$ cat config.mk
export PLATFORM = sky130hd
export DESIGN_NAME = perf_counter_bank
export DESIGN_NICKNAME = d
export VERILOG_FILES = /design/src/rtl/perf_counter_bank.sv
export SDC_FILE = /design/constraint.sdc
export NUM_CORES = 1
export LEC_CHECK = 0
export CAP_MARGIN = 40
export CORE_MARGIN = 2
export CORE_UTILIZATION = 47
export DETAILED_ROUTE_END_ITERATION = 10
export PLACE_DENSITY = 0.66
export SYNTH_ARGS = -nofsm -noshare
export SYNTH_HDL_FRONTEND = slang
export SYNTH_SLANG_ARGS = --single-unit
export TNS_END_PERCENT = 1
$ cat constraint.sdc
create_clock -name CLK -period 3.44 [get_ports CLK]
set_clock_uncertainty 0.15 [all_clocks]
set_input_delay 0.516 -clock CLK [delete_from_list [all_inputs] [get_ports CLK]]
set_output_delay 0.516 -clock CLK [all_outputs]
set_load 0.1 [all_outputs]
$ cat src/rtl/perf_counter_bank.sv
// perf_counter_bank: cycle counter plus NUM_CH event counters with auto-halt and a registered read port.
// Build option PERF_SATURATE_EN: counters saturate at all-ones instead of wrapping.
module perf_counter_bank #(
    parameter int NUM_CH = 4,
    parameter int CNT_W  = 32,
    parameter int SEL_W  = 2
) (
    input  logic              CLK,
    input  logic              RST_N,
    input  logic              START,
    input  logic              STOP,
    input  logic              CLEAR,
    input  logic [NUM_CH-1:0] EVENT,
    input  logic [CNT_W-1:0]  CYCLE_LIMIT,
    input  logic              RD_REQ,
    input  logic [SEL_W-1:0]  RD_SEL,
    output logic              RD_ACK,
    output logic [CNT_W-1:0]  RD_DATA,
    output logic [CNT_W-1:0]  CYCLES,
    output logic [1:0]        STATE,
    output logic              HALT,
    output logic [NUM_CH-1:0] OVF
);

    localparam logic [1:0] ST_IDLE   = 2'b00;
    localparam logic [1:0] ST_RUN    = 2'b01;
    localparam logic [1:0] ST_HALTED = 2'b10;

    localparam logic [CNT_W-1:0] CNT_MAX = '1;

    logic [1:0]        state_q;
    logic [CNT_W-1:0]  cyc_q;
    logic [CNT_W-1:0]  cnt_q [NUM_CH];
    logic [NUM_CH-1:0] ovf_q;

    logic              vld_p1;
    logic [CNT_W-1:0]  rd_data_p1;

    logic [CNT_W-1:0]  rd_mux_p0;
    logic [CNT_W-1:0]  cyc_nxt;
    logic              cyc_wrap;
    logic [CNT_W-1:0]  ch_nxt [NUM_CH];
    logic [NUM_CH-1:0] ch_wrap;
    logic              halt_hit;

    // Returns {attempted increment past all-ones, next value}.
    function automatic logic [CNT_W:0] cnt_inc(input logic [CNT_W-1:0] v);
        if (v == CNT_MAX) begin
`ifdef PERF_SATURATE_EN
            cnt_inc = {1'b1, CNT_MAX};
`else
            cnt_inc = {1'b1, {CNT_W{1'b0}}};
`endif
        end else begin
            cnt_inc = {1'b0, v + CNT_W'(1)};
        end
    endfunction

    always_comb begin
        {cyc_wrap, cyc_nxt} = cnt_inc(cyc_q);
        for (int i = 0; i < NUM_CH; i++) begin
            {ch_wrap[i], ch_nxt[i]} = cnt_inc(cnt_q[i]);
        end
    end

    // An increment from all-ones never lands on a nonzero limit when wrapping, and a
    // saturated cycle counter is not really advancing, so it must not re-trigger halt.
    assign halt_hit = (CYCLE_LIMIT != '0) && (cyc_nxt == CYCLE_LIMIT) && !cyc_wrap;

    // Out-of-range selects fall through to zero.
    always_comb begin
        rd_mux_p0 = '0;
        for (int i = 0; i < NUM_CH; i++) begin
            if (int'(RD_SEL) == i) rd_mux_p0 = cnt_q[i];
        end
    end

    always_ff @(posedge CLK) begin
        if (!RST_N) begin
            state_q    <= ST_IDLE;
            cyc_q      <= '0;
            ovf_q      <= '0;
            vld_p1     <= 1'b0;
            rd_data_p1 <= '0;
            for (int i = 0; i < NUM_CH; i++) cnt_q[i] <= '0;
        end else begin
            // read stage p0 -> p1: samples counts before this edge's update
            vld_p1 <= RD_REQ;
            if (RD_REQ) rd_data_p1 <= rd_mux_p0;

            if (CLEAR) begin
                state_q <= ST_IDLE;
                cyc_q   <= '0;
                ovf_q   <= '0;
                for (int i = 0; i < NUM_CH; i++) cnt_q[i] <= '0;
            end else begin
                case (state_q)
                    ST_IDLE: begin
                        if (START && !STOP) state_q <= ST_RUN;
                    end
                    ST_RUN: begin
                        if (STOP) begin
                            state_q <= ST_IDLE;
                        end else begin
                            cyc_q <= cyc_nxt;
                            for (int i = 0; i < NUM_CH; i++) begin
                                if (EVENT[i]) begin
                                    cnt_q[i] <= ch_nxt[i];
                                    if (ch_wrap[i]) ovf_q[i] <= 1'b1;
                                end
                            end
                            if (halt_hit) state_q <= ST_HALTED;
                        end
                    end
                    ST_HALTED: begin
                        state_q <= ST_HALTED;
                    end
                    default: begin
                        state_q <= ST_IDLE;
                    end
                endcase
            end
        end
    end

    assign RD_ACK  = vld_p1;
    assign RD_DATA = rd_data_p1;
    assign CYCLES  = cyc_q;
    assign STATE   = state_q;
    assign HALT    = state_q[1];
    assign OVF     = ovf_q;

endmodule

==> run summary <==
status: finished clean
ys flop type: dfxtp_1
minimum clock period after layout: 3.260 ns
Die ar.: 25760 um2
Tcrit/Tclk final: 94.76%
cell count after synthesis: 1216
pwr/cell area: 366.9 nW/um2
worst skew pair latency: 0.44 ns
initial core utilization: 47.62%
crit start category: register
yosys warns: 0
grt met2 use: 39.71%
Slew Limit Fails: 0
Achievable Freq: 306.8 MHz
drt via density: 5.695
WHS Path Cells: 2
leading area contributor after synthesis: edfxtp_1
Max-Slew Margin vs Limit: 43.42%
Synth Cell Area: 11510 um2
CP required: 3.61 ns
core area: 24180 um2
Setup crit end kind: register
Hold Vio Cnt, Final: 0
number of synthesized flops with an enable pin: 96
Ant. Diodes: 0
count leader, synth: nor2_1
final core occ: 58.65%
chip width: 160.5 um
Avg Cell Area, Syn: 9.467 um2
hold buffers post-CTS: 0
peak fanout along the critical path: 16
GR peak layer: met2
Reg clk slew, reported paths: 0.08 ns
setup TNS: 0 ns
Residual DRC: 0
initial antenna violation count: 0
GPL Wtd Cong: 0.9544
peak supply drop: 0.3316 mV
Crit Path Class: reg2reg
CP max-delay cell: or4_4
Yosys cell types: 67
Mapped Nets: 1265
worst-margin pin slew: 0.8409 ns
crit-path cells: ha_1, nand3_1, or4_4, or4_1, a2bb2oi_1, o2111ai_1, nor4_2, and4_1, nor2_1
Clock Sinks: 199
CP peak stage delay: 0.69 ns
fraction of layout cells with a size suffix above 1: 16.35%
Setup Viol. Count Final: 0
largest net degree at the start of global routing: 36
wire length of the first global-routing pass: 51630 um
Pre-antenna DRT Iters: 8
routed len/inst: 18.81 um
I/O Buffers: 115
CTS tree: yes
Commonest cells post-synth: nor2_1, dfxtp_1, edfxtp_1
largest cells by area after synthesis: edfxtp_1, dfxtp_1, nor2_1
worst path arrival time: 3.43 ns
Syn-to-layout area delta: 23.16%
Synth top area share: 25.04%
synthesized flop and latch total: 199
Num CTS Buffers: 17
RSZ-0062 raised after global routing: no
Longest Clk Path Bufs: 2
DRT Wirelength: 31980 um
type of the worst min-delay path: reg2reg
vias in the first global route: 9416
Detail Placement HPWL: 23660 um
Die Ht: 160.5 um
Post-synth ARST share: 0%
post-synthesis sequential area ratio: 42.95%
I/O pins: 116
initial DRC count: 854
R2R depth: 9
MaxCap Viol Count: 0
via count: 9682
post-route ant nets: 0
Leak Pwr: 4.804 nW
total grt overflow: 0
CTS H-tree lvls: 4
met3 usage: 4.520%
FP Rows: 57
GR Util All Layers: 25.31%
met1 usage: 36.43%
layout net count: 1412
root buffer cell: clkbuf_16
## metrics by stage
step / hold WS, ns / setup WS (ns) / cell area [um2] / std cells / power, W
after floorplan: 0.3384 / 0.01755 / 11530 / 1216 / 0.002954
after global placement: 0.2865 / 0.1462 / 13090 / 1639 / 0.003127
after detailed placement: 0.2946 / 0.1136 / 13550 / 1668 / 0.003166
after CTS: 0.3102 / 0.08999 / 14170 / 1700 / 0.005229
after global routing: 0.3472 / 0.007117 / 14180 / 1700 / 0.005361
final: 0.3053 / 0.1801 / 14180 / 1700 / 0.005202
## where the power goes
part / switching (W) / internal [W] / total, W
clock network: 0.00109 / 0.00100 / 0.00209
registers: 0.0000694 / 0.00254 / 0.00261
logic: 0.000288 / 0.000216 / 0.000504
## state kept, by name, indices dropped and copies added (netlist names)
name     flops
STATE        2
OVF          4
RD_ACK       1
CYCLES      32
cnt_q      128
RD_DATA     32
## routing by layer
metal  share of wire (%)  wire, um  up-vias
met3                 6.8      2168       33
met2                  46     14670      338
met1                  46     14620     4653
met4                 1.7       530        0
li1                    -         -     4658
met5                   0         0        -
## worst paths after layout
check             from       end  slack, ns
max          CYCLES[1]  STATE[0]       0.18
min             OVF[2]    OVF[2]       0.31
max reg2reg  CYCLES[1]  STATE[0]       0.18
min reg2reg     OVF[2]    OVF[2]       0.31
## layout make-up
cell class | count | area [um2]
inverter | 19 | 71.32
clock inverter | 15 | 195.2
multi-input combinational | 934 | 6220
fill | 2102 | 9998
sequential | 199 | 4967
clock buffer | 17 | 425.4
timing repair buffer | 192 | 1894
tap | 324 | 405.4
## logic make-up after synthesis
family / after synthesis / share of synthesized area [%]
buffers and inverters: 83 / 3.108
xor gates and xnor gates: 156 / 11.87
and+or+nand+nor: 591 / 25.95
AOI/OAI and AO/OA: 116 / 6.358
DFF: 199 / 42.95
muxes: 66 / 9.216
adders and majority gates: 5 / 0.5434
## critical path, delay by kind of cell (launching register included)
| family | cells | cell delay [ns] |
|---|---|---|
| flip-flops | 1 | 0.37 |
| AO/OA/AOI/OAI | 2 | 0.43 |
| AND/OR/NAND/NOR | 6 | 1.94 |
| adder cells (fa/ha/maj) | 1 | 0.25 |
## layout by cell type (no fill, tap or decap), drive strengths merged, types with 31 or more instances in the layout
master and count:
nand2 87, dfxtp 103, edfxtp 96, nand4 35, xnor2 77, o21ai 31, nor2 198, nor3 33
clkdlybuf4s50 69, nand3 66, nor2b 37, mux4 32, buf 123, a21oi 40, mux2i 34, xor2 79
## what timing repair did
action | CTS | global route
setup endpoints to repair | 0 | 2
resized for setup | 0 | 1
setup buffers | 0 | 0
(Power assumes the default switching activity.)
